### config.mk
export PLATFORM = sky130hd
export DESIGN_NAME = rvm_mem_ctrl
export DESIGN_NICKNAME = d
export VERILOG_FILES = /design/src/rtl/rvm_mem_ctrl_pkg.sv /design/src/rtl/rvm_lsu_align.sv /design/src/rtl/rvm_mem_ctrl.sv
export SDC_FILE = /design/constraint.sdc
export NUM_CORES = 1
export LEC_CHECK = 0
export CORE_AREA = 2 2 144 146
export CTS_CLUSTER_DIAMETER = 80
export CTS_CLUSTER_SIZE = 28
export DETAILED_ROUTE_END_ITERATION = 6
export DIE_AREA = 0 0 146 148
export MAX_ROUTING_LAYER = met4
export PLACE_DENSITY = 0.71
export SKIP_CTS_REPAIR_TIMING = 1
export SLEW_MARGIN = 20
export SYNTH_ARGS = -nofsm -noshare
export SYNTH_HDL_FRONTEND = slang
export SYNTH_HIERARCHICAL = 1
export SYNTH_SLANG_ARGS = --single-unit
### constraint.sdc
create_clock -name clk -period 6.1 [get_ports clk]
set_input_delay 0.61 -clock clk [delete_from_list [all_inputs] [get_ports clk]]
set_output_delay 0.61 -clock clk [all_outputs]
set_load 0.02 [all_outputs]
### src/rtl/rvm_mem_ctrl_pkg.sv
// rvm_mem_ctrl_pkg: shared access-size codes and controller state encodings.
package rvm_mem_ctrl_pkg;

    localparam logic [1:0] RVM_SIZE_BYTE = 2'b00;
    localparam logic [1:0] RVM_SIZE_HALF = 2'b01;
    localparam logic [1:0] RVM_SIZE_WORD = 2'b10;

    typedef enum logic [1:0] {
        RVM_MEMC_IDLE = 2'd0,
        RVM_MEMC_REQ  = 2'd1,
        RVM_MEMC_RESP = 2'd2
    } memc_state_e;

endpackage

### src/rtl/rvm_lsu_align.sv
// rvm_lsu_align: byte-lane strobes, store replication, load extraction/extension
// and misalignment detection for one access size and address offset.
module rvm_lsu_align
    import rvm_mem_ctrl_pkg::*;
(
    input  logic [1:0]  size,
    input  logic [1:0]  off,
    input  logic        sgn,
    input  logic [31:0] wdata,
    input  logic [31:0] rdata,
    output logic [3:0]  strb,
    output logic [31:0] wdata_rep,
    output logic [31:0] rdata_ext,
    output logic        misaligned
);

    logic [31:0] sh;

    // size 2'b11 falls through every comparison and behaves as a word
    always_comb begin
        sh         = rdata >> {off, 3'b000};
        strb       = size == RVM_SIZE_BYTE ? 4'b0001 << off :
                     size == RVM_SIZE_HALF ? 4'b0011 << off : 4'hF;
        wdata_rep  = size == RVM_SIZE_BYTE ? {4{wdata[7:0]}} :
                     size == RVM_SIZE_HALF ? {2{wdata[15:0]}} : wdata;
        rdata_ext  = size == RVM_SIZE_BYTE ? {{24{sgn & sh[7]}}, sh[7:0]} :
                     size == RVM_SIZE_HALF ? {{16{sgn & sh[15]}}, sh[15:0]} : sh;
        misaligned = size == RVM_SIZE_BYTE ? 1'b0 :
                     size == RVM_SIZE_HALF ? off[0] : |off;
    end

endmodule

### src/rtl/rvm_mem_ctrl.sv
// rvm_mem_ctrl: single-port fetch/load/store controller driving a req/gnt/rvalid bus,
// one request in flight at a time, with timeout and misalignment errors.
module rvm_mem_ctrl
    import rvm_mem_ctrl_pkg::*;
#(
    parameter int TIMEOUT_CYCLES = 255,
    parameter int TW             = 8
) (
    input  logic        clk,
    input  logic        reset,
    input  logic        fetch_req,
    input  logic [31:0] fetch_addr,
    input  logic        ls_req,
    input  logic        ls_wen,
    input  logic [1:0]  ls_size,
    input  logic        ls_signed,
    input  logic [31:0] ls_addr,
    input  logic [31:0] ls_wdata,
    output logic        busy,
    output logic [31:0] mem_rdata,
    output logic        mem_valid,
    output logic [31:0] ls_rdata,
    output logic        ls_done,
    output logic        mem_error,
    output logic        bus_req,
    output logic        bus_wen,
    output logic [31:0] bus_addr,
    output logic [3:0]  bus_strb,
    output logic [31:0] bus_wdata,
    input  logic        bus_gnt,
    input  logic [31:0] bus_rdata,
    input  logic        bus_rvalid,
    input  logic        bus_err
);

    localparam logic [TW-1:0] TMO_LAST = TW'(TIMEOUT_CYCLES - 1);

    memc_state_e state_q, state_d;
    logic        is_fetch_q, is_fetch_d, wen_q, wen_d, sgn_q, sgn_d;
    logic [1:0]  size_q, size_d;
    logic [31:0] addr_q, addr_d, wdata_q, wdata_d;
    logic [3:0]  strb_q, strb_d;
    logic [TW-1:0] tmo_q, tmo_d;
    logic [31:0] mem_rdata_q, mem_rdata_d, ls_rdata_q, ls_rdata_d;
    logic        mem_valid_q, mem_valid_d, ls_done_q, ls_done_d, mem_error_q, mem_error_d;
    logic        idle, is_store;
    logic [1:0]  a_size, a_off;
    logic [3:0]  a_strb;
    logic [31:0] a_wdata, a_rdata;
    logic        a_mis;

    // In IDLE the aligner checks the incoming request; afterwards it decodes the latched one.
    assign idle     = state_q == RVM_MEMC_IDLE;
    assign is_store = ls_req & ls_wen;
    assign a_size   = idle ? (ls_req ? ls_size : RVM_SIZE_WORD) : size_q;
    assign a_off    = idle ? (ls_req ? ls_addr[1:0] : fetch_addr[1:0]) : addr_q[1:0];

    rvm_lsu_align u_align (
        .size       (a_size),
        .off        (a_off),
        .sgn        (sgn_q),
        .wdata      (ls_wdata),
        .rdata      (bus_rdata),
        .strb       (a_strb),
        .wdata_rep  (a_wdata),
        .rdata_ext  (a_rdata),
        .misaligned (a_mis)
    );

    always_comb begin
        state_d     = state_q;
        is_fetch_d  = is_fetch_q;
        wen_d       = wen_q;
        sgn_d       = sgn_q;
        size_d      = size_q;
        addr_d      = addr_q;
        wdata_d     = wdata_q;
        strb_d      = strb_q;
        tmo_d       = tmo_q + 1'b1;
        mem_rdata_d = mem_rdata_q;
        ls_rdata_d  = ls_rdata_q;
        mem_valid_d = 1'b0;
        ls_done_d   = 1'b0;
        mem_error_d = 1'b0;
        case (state_q)
            RVM_MEMC_IDLE: begin
                tmo_d = '0;
                if (ls_req || fetch_req) begin
                    if (a_mis) begin
                        mem_error_d = 1'b1;
                    end else begin
                        state_d    = RVM_MEMC_REQ;
                        is_fetch_d = !ls_req;
                        wen_d      = is_store;
                        sgn_d      = ls_signed;
                        size_d     = ls_req ? ls_size : RVM_SIZE_WORD;
                        addr_d     = ls_req ? ls_addr : fetch_addr;
                        strb_d     = is_store ? a_strb : 4'hF;
                        wdata_d    = is_store ? a_wdata : '0;
                    end
                end
            end
            RVM_MEMC_REQ: begin
                if (bus_gnt) begin
                    state_d = RVM_MEMC_RESP;
                    tmo_d   = '0;
                end else if (tmo_q == TMO_LAST) begin
                    state_d     = RVM_MEMC_IDLE;
                    mem_error_d = 1'b1;
                end
            end
            RVM_MEMC_RESP: begin
                if (bus_rvalid) begin
                    state_d = RVM_MEMC_IDLE;
                    if (bus_err) begin
                        mem_error_d = 1'b1;
                    end else if (is_fetch_q) begin
                        mem_rdata_d = bus_rdata;
                        mem_valid_d = 1'b1;
                    end else begin
                        ls_done_d  = 1'b1;
                        ls_rdata_d = wen_q ? ls_rdata_q : a_rdata;
                    end
                end else if (tmo_q == TMO_LAST) begin
                    state_d     = RVM_MEMC_IDLE;
                    mem_error_d = 1'b1;
                end
            end
            default: state_d = RVM_MEMC_IDLE;
        endcase
    end

    always_ff @(posedge clk or posedge reset) begin
        if (reset) begin
            state_q     <= RVM_MEMC_IDLE;
            is_fetch_q  <= 1'b0;
            wen_q       <= 1'b0;
            sgn_q       <= 1'b0;
            size_q      <= '0;
            addr_q      <= '0;
            wdata_q     <= '0;
            strb_q      <= '0;
            tmo_q       <= '0;
            mem_rdata_q <= '0;
            ls_rdata_q  <= '0;
            mem_valid_q <= 1'b0;
            ls_done_q   <= 1'b0;
            mem_error_q <= 1'b0;
        end else begin
            state_q     <= state_d;
            is_fetch_q  <= is_fetch_d;
            wen_q       <= wen_d;
            sgn_q       <= sgn_d;
            size_q      <= size_d;
            addr_q      <= addr_d;
            wdata_q     <= wdata_d;
            strb_q      <= strb_d;
            tmo_q       <= tmo_d;
            mem_rdata_q <= mem_rdata_d;
            ls_rdata_q  <= ls_rdata_d;
            mem_valid_q <= mem_valid_d;
            ls_done_q   <= ls_done_d;
            mem_error_q <= mem_error_d;
        end
    end

    assign busy      = !idle;
    assign bus_req   = state_q == RVM_MEMC_REQ;
    assign bus_wen   = busy & wen_q;
    assign bus_addr  = {addr_q[31:2], 2'b00};
    assign bus_strb  = busy ? strb_q : 4'h0;
    assign bus_wdata = busy ? wdata_q : 32'h0;
    assign mem_rdata = mem_rdata_q;
    assign mem_valid = mem_valid_q;
    assign ls_rdata  = ls_rdata_q;
    assign ls_done   = ls_done_q;
    assign mem_error = mem_error_q;

    a_no_req_while_busy: assert property (@(posedge clk) disable iff (reset) busy |-> !(fetch_req || ls_req));

endmodule

### Yosys cells after proc, flatten, opt, wreduce, memory -nomap -nowiden

Index checks and enable logic that the tools add are counted.

| operators by class | value |
|---|---|
| $add $sub $neg | 1 |
| eq/ne operators | 6 |
| shifts and indexed selects | 3 |
| mux-type cells | 40 |
| bitwise logic cells | 8 |
| reductions and logical operators | 10 |

Operators by type and width:

| operator | count |
|---|---|
| 32-bit 2-to-1 mux | 7 |
| 32-bit by 5-bit right shift with 32-bit output | 1 |
| 2-bit 2-to-1 mux | 9 |
| 1-bit 2-to-1 mux | 16 |
| 4-bit 2-to-1 mux | 4 |
| 8-bit one-hot mux with 2 select lines | 1 |
| 8-bit by 1-bit adder with 8-bit output, second input constant | 1 |
| 8-bit equality test, second input constant | 1 |
| 8-bit 2-to-1 mux | 1 |
| 2-bit one-hot mux with 3 select lines | 1 |
| 5-bit AND reduction | 1 |
| 1-bit bitwise AND | 4 |
| 2-bit by 1-bit equality test with 1-bit output, second input constant | 2 |
| 2-bit zero test | 2 |
| 1-bit NOT | 4 |
| 4-bit AND reduction | 1 |
| 1-bit by 2-bit << shifter with 4-bit output, first input constant | 1 |
| 2-bit by 2-bit << shifter with 4-bit output, first input constant | 1 |
| 1-bit one-hot mux with 3 select lines | 1 |
| 3-bit AND reduction | 1 |
| 2-bit equality test, second input constant | 1 |
| 1-bit zero test | 2 |
| 2-bit by 1-bit != test with 1-bit output, second input constant | 1 |
| 2-bit != test, second input constant | 1 |
| 3 further kinds | 3 |

| word-level totals | value |
|---|---|
| bits in registers | 150 |
| bits of input ports | 139 |
| output and inout port bits | 138 |
| word-level logic and storage cells | 82 |

### Logic depth before layout (Yosys ltp)

| depth | value |
|---|---|
| depth in word-level cells | 8 |
| depth in mapped cells | 14 |
| gate-level depth less buffers | 9 |

### Cells and area by module

Netlist, hierarchy kept.

Modules (own cells, without submodules):

| module | instances | cells an instance | area each (um^2) | seq. area each (um^2) |
|---|---|---|---|---|
| rvm_mem_ctrl | 1 | 486 | 6,587.6 | 3,753.6 |
| rvm_lsu_align | 1 | 208 | 1,293.7 | 0.0 |

### Worst setup path before layout

No wires, ideal clock.

| timing path | value |
|---|---|
| kind | input to register |
| from | input port ls_req |
| to | register addr_q[2] |
| setup time | 0.125 ns |
| arrival time | 3.363 ns |
| required time | 5.975 ns |
| path slack | 2.612 ns |
| cell stages on the path | 14 |
| buffers on the path | 6 |
| cell sequence | clkbuf_1 -> clkbuf_1 -> mux2i_1 -> a21oi_1 -> buf_2 -> buf_4 -> inv_1 -> ha_1 -> mux2i_1 -> nor3_4 -> o21a_1 -> buf_4 -> buf_4 -> mux2_2 |

| on the way | value |
|---|---|
| longest elaborated chain between the ends | 7 |

Ends and longest elaborated chain:

| what | RTL line | source |
|---|---|---|
| from (decl) | rvm_mem_ctrl.sv:13 | `input logic ls_req,` |
| 2-bit 2-to-1 mux (2 in a row) | rvm_mem_ctrl.sv:56 | `assign a_off = idle ? (ls_req ? ls_addr[1:0] : fetch_addr[1:0]) : addr_q[1:0];` |
| net a_off[1] | rvm_mem_ctrl.sv:47 | `logic [1:0] a_size, a_off;` |
| 2-bit OR reduction | rvm_lsu_align.sv:29 | `size == RVM_SIZE_HALF ? off[0] : \|off;` |
| 1-bit 2-to-1 mux | rvm_lsu_align.sv:29 |  |
| 1-bit 2-to-1 mux | rvm_lsu_align.sv:28 | `misaligned = size == RVM_SIZE_BYTE ? 1'b0 :` |
| net a_mis | rvm_mem_ctrl.sv:50 | `logic a_mis;` |
| 1-bit NOT (no source line) | -- |  |
| 3-bit AND reduction (no source line) | -- |  |
| to (signal assigned) | rvm_mem_ctrl.sv:155 | `addr_q <= addr_d;` |
| to (decl) | rvm_mem_ctrl.sv:41 | `logic [31:0] addr_q, addr_d, wdata_q, wdata_d;` |

The timed path passes the listed nets, and every way through them passes these cells.
A chain may end at the register's enable or synchronous reset.

### Worst setup path in the final report

| timing path | value |
|---|---|
| from | register state_q[0] |
| to | register addr_q[31] |

| on the way | value |
|---|---|
| longest elaborated chain between the ends | 7 |

Ends and longest elaborated chain:

| what | RTL line | source |
|---|---|---|
| from (decl) | rvm_mem_ctrl.sv:38 | `memc_state_e state_q, state_d;` |
| from (signal assigned) | rvm_mem_ctrl.sv:150 | `state_q <= state_d;` |
| 2-bit zero test * | rvm_mem_ctrl.sv:53 | `assign idle = state_q == RVM_MEMC_IDLE;` |
| 2-bit 2-to-1 mux * | rvm_mem_ctrl.sv:55 | `assign a_size = idle ? (ls_req ? ls_size : RVM_SIZE_WORD) : size_q;` |
| net a_size[1] | rvm_mem_ctrl.sv:47 |  |
| 2-bit by 1-bit equality test with 1-bit output | rvm_lsu_align.sv:29 |  |
| 1-bit 2-to-1 mux | rvm_lsu_align.sv:29 |  |
| 1-bit 2-to-1 mux * | rvm_lsu_align.sv:28 |  |
| net a_mis | rvm_mem_ctrl.sv:50 |  |
| 1-bit NOT (no source line) * | -- |  |
| 3-bit AND reduction (no source line) * | -- |  |

The timed path passes the listed nets; every way through them passes the cells marked *.

==> out/metrics.yaml <==
fp.dieH_um: 148
rsz0062_at_grt: "no"
fp.dieW_um: 146
powerDensity_nw_per_um2: 493
core_area_um2: 20000
cp.required_ns: 6.40
worstPathArrival_ns: 4.26
holdCritPathClass: "reg -> reg"
crit_slowest_cell: "a31oi_4"
slew_violations: 0
min_period_ns: 3.96
drive_gt1_share_pct: 20.7
gp_congestion: 0.845
tightestPinTransition_ns: 1.05
hpwl_mm: 16.2
drc: 0
dieArea_um2: 21600
ys.flop_type: "dfrtp_1"
root_buffer: "clkbuf_16"
cp_max_fo: 39
ys_top_cells_by_area: "dfrtp_1 (48%), mux2_2 (19%), buf_4 (4.1%)"
ant_nets: 0
boundaryPins: 277
cts.clk_slew.worst_paths_ns: 0.06
fin_nets: 1058
grt_max_degree: 87
final-setup-viol-count: 0
core.rowCount: 52
synth_top_area_share_pct: 47.6
initial_core_util_pct: 39.3
worstSetupPathType: "reg -> reg"
synth_edf_count: 0
vias: 6002
report.final.hold_viol_count: 0
global_route.usage.total_pct: 21.2
ir_drop_v: 0.000250
clock.fmax_mhz: 252
yosysSeqAreaShare_pct: 47.6
fin_crit_sh_pct: 64.9
synth_top_area_cell: "dfrtp_1"
max_slew_margin_pct: 30.3
io_buffers: 274
power_leakage_nw: 4.78
wire_per_inst_um: 18.6
insertion_delay_ns: 0.42
antenna_found_initial: 1
setup-tns-final_ns: 0
area_growth_pct: 40.8
startpoint_type: "register"
async_reset_ff_share_pct: 100
ys_warn_count: 6
yosysMostFrequentCell: "dfrtp_1"
totalWireLength_mm: 22.2
cts_tree: "done"
max_stage_delay_ns: 0.84
synth_area_um2: 7880
ys_ff_latch: 150
synthDistinctLibCells: 52
synthTopCellsByCount: "dfrtp_1 (150), mux2_2 (135), nand2_1 (54), buf_4 (43), and2_1 (38)"
endpoint_kind: "register"
cts.htree.levels: 4
cts_sinks: 150
status: "finished clean"
grt_pass1_wl_mm: 34.4
drt_iter0_markers: 316
synth_area_per_cell_um2: 11.4
cts_buffers: 17
synthCells: 694
place_area_um2: 10500
drt_pre_antenna_iters: 5
post-route-cell-area_um2: 11100
vias_per_cell: 5.03
fin_skew_ns: 0.0133
clockBufferDepth: 2
grt_pass1_vias: 6233
grt_overflow_total: 0
path_cells: "nor2_2 > nor2_1 > a31oi_4 > mux2i_1 > nor3_4 > o21a_2 > mux2_2"
maxCapViolations: 0
==> layout by cell type, fill, tap and decap left out, drive strengths merged, types with 3 or more instances in the layout <==
cell type      synthesis  final
a22o                  32     32
ha                     6      6
clkinv                 0      6
o21ai                 30     30
a211oi                 7      7
clkbuf                15     19
and2                  39     39
nor2                  24     24
a31oi                  3      3
o22a                   4      4
o21a                   3      3
nor2b                 11     11
mux2                 135    135
buf                   67      8
inv                   14     14
or3                    3      3
nand3                 13     13
mux2i                 30     30
nand2b                 3      3
nand2                 55     55
dfrtp                150    150
a21oi                 24     24
clkdlybuf4s50          0    273
==> stage by stage <==
| stage | total power [mW] | setup WS, ns | utilization, % | std cells | hold slack (ns) |
|---|---|---|---|---|---|
| final | 5.47 | 2.14 | 55.4 | 1194 | 0.487 |
| after global routing | 5.80 | 1.83 | 55.4 | 1194 | 0.505 |
| after CTS | 5.54 | 2.08 | 55.4 | 1193 | 0.493 |
| after detailed placement | 4.51 | 1.70 | 52.6 | 1164 | 0.480 |
| after global placement | 4.46 | 1.82 | 52.6 | 1164 | 0.476 |
| after floorplan | 3.48 | 1.45 | - | 695 | 0.464 |
==> area by class of cell <==
class,instances,area [µm²]
clock buffer,19,443
multi-input combinational,449,3600
sequential,150,3750
antenna,1,2.50
timing repair buffer,281,2790
clock inverter,10,109
tap,270,338
fill,1785,8940
inverter,14,57.6
==> kinds of logic after synthesis <==
logic type / after synthesis / share of synthesized area [%]
flops: 150 / 47.6
mux: 166 / 23.4
xor+xnor: 3 / 0.333
other cells: 1 / 0.0476
simple gates: 161 / 10.8
fa+ha+maj: 6 / 0.953
compound gates: 111 / 9.53
buf+inv: 96 / 7.30
==> sequential cells by signal, indices dropped and copies added (netlist names) <==
name,cells
addr_q,32
is_fetch_q,1
ls_done,1
ls_rdata,32
mem_error,1
mem_rdata,32
mem_valid,1
sgn_q,1
size_q,2
state_q,2
strb_q,4
tmo_q,8
wdata_q,32
wen_q,1
==> per-layer routing <==
layer | track usage [%] | vias to the layer above | routed length [µm]
li1 | - | 2831 | -
met4 | 6.02 | 0 | 295
met2 | 33.3 | 208 | 10700
met5 | - | - | 0
met1 | 26.7 | 2944 | 9570
met3 | 6.17 | 19 | 1680
==> power by group <==
group	internal, mW	switching, mW
registers	1.41	0.231
clock network	0.602	0.397
logic	1.38	1.45
==> final timing paths <==
check	startpoint	to	slack [ns]	depth (start not counted)
max in group asynchronous	reset	addr_q[22]$_DFFE_PP0P_	4.09	3
min reg2reg	size_q[1]$_DFFE_PP0P_	size_q[1]$_DFFE_PP0P_	0.49	1
min in group asynchronous	reset	addr_q[6]$_DFFE_PP0P_	0.70	2
max reg2reg	state_q[0]$_DFFE_PP0P_	addr_q[31]$_DFFE_PP0P_	2.14	7
max	state_q[0]$_DFFE_PP0P_	addr_q[31]$_DFFE_PP0P_	2.14	7
min	size_q[1]$_DFFE_PP0P_	size_q[1]$_DFFE_PP0P_	0.49	1
==> critical path: cells and delay by family, from the launching register on <==
kind / cells / cell delay [ns]
DFF: 1 / 0.48
and+or+nand+nor: 3 / 0.94
AOI/OAI and AO/OA: 2 / 1.65
muxes: 2 / 0.74
No activity file was read; power rests on OpenSTA's default activity.
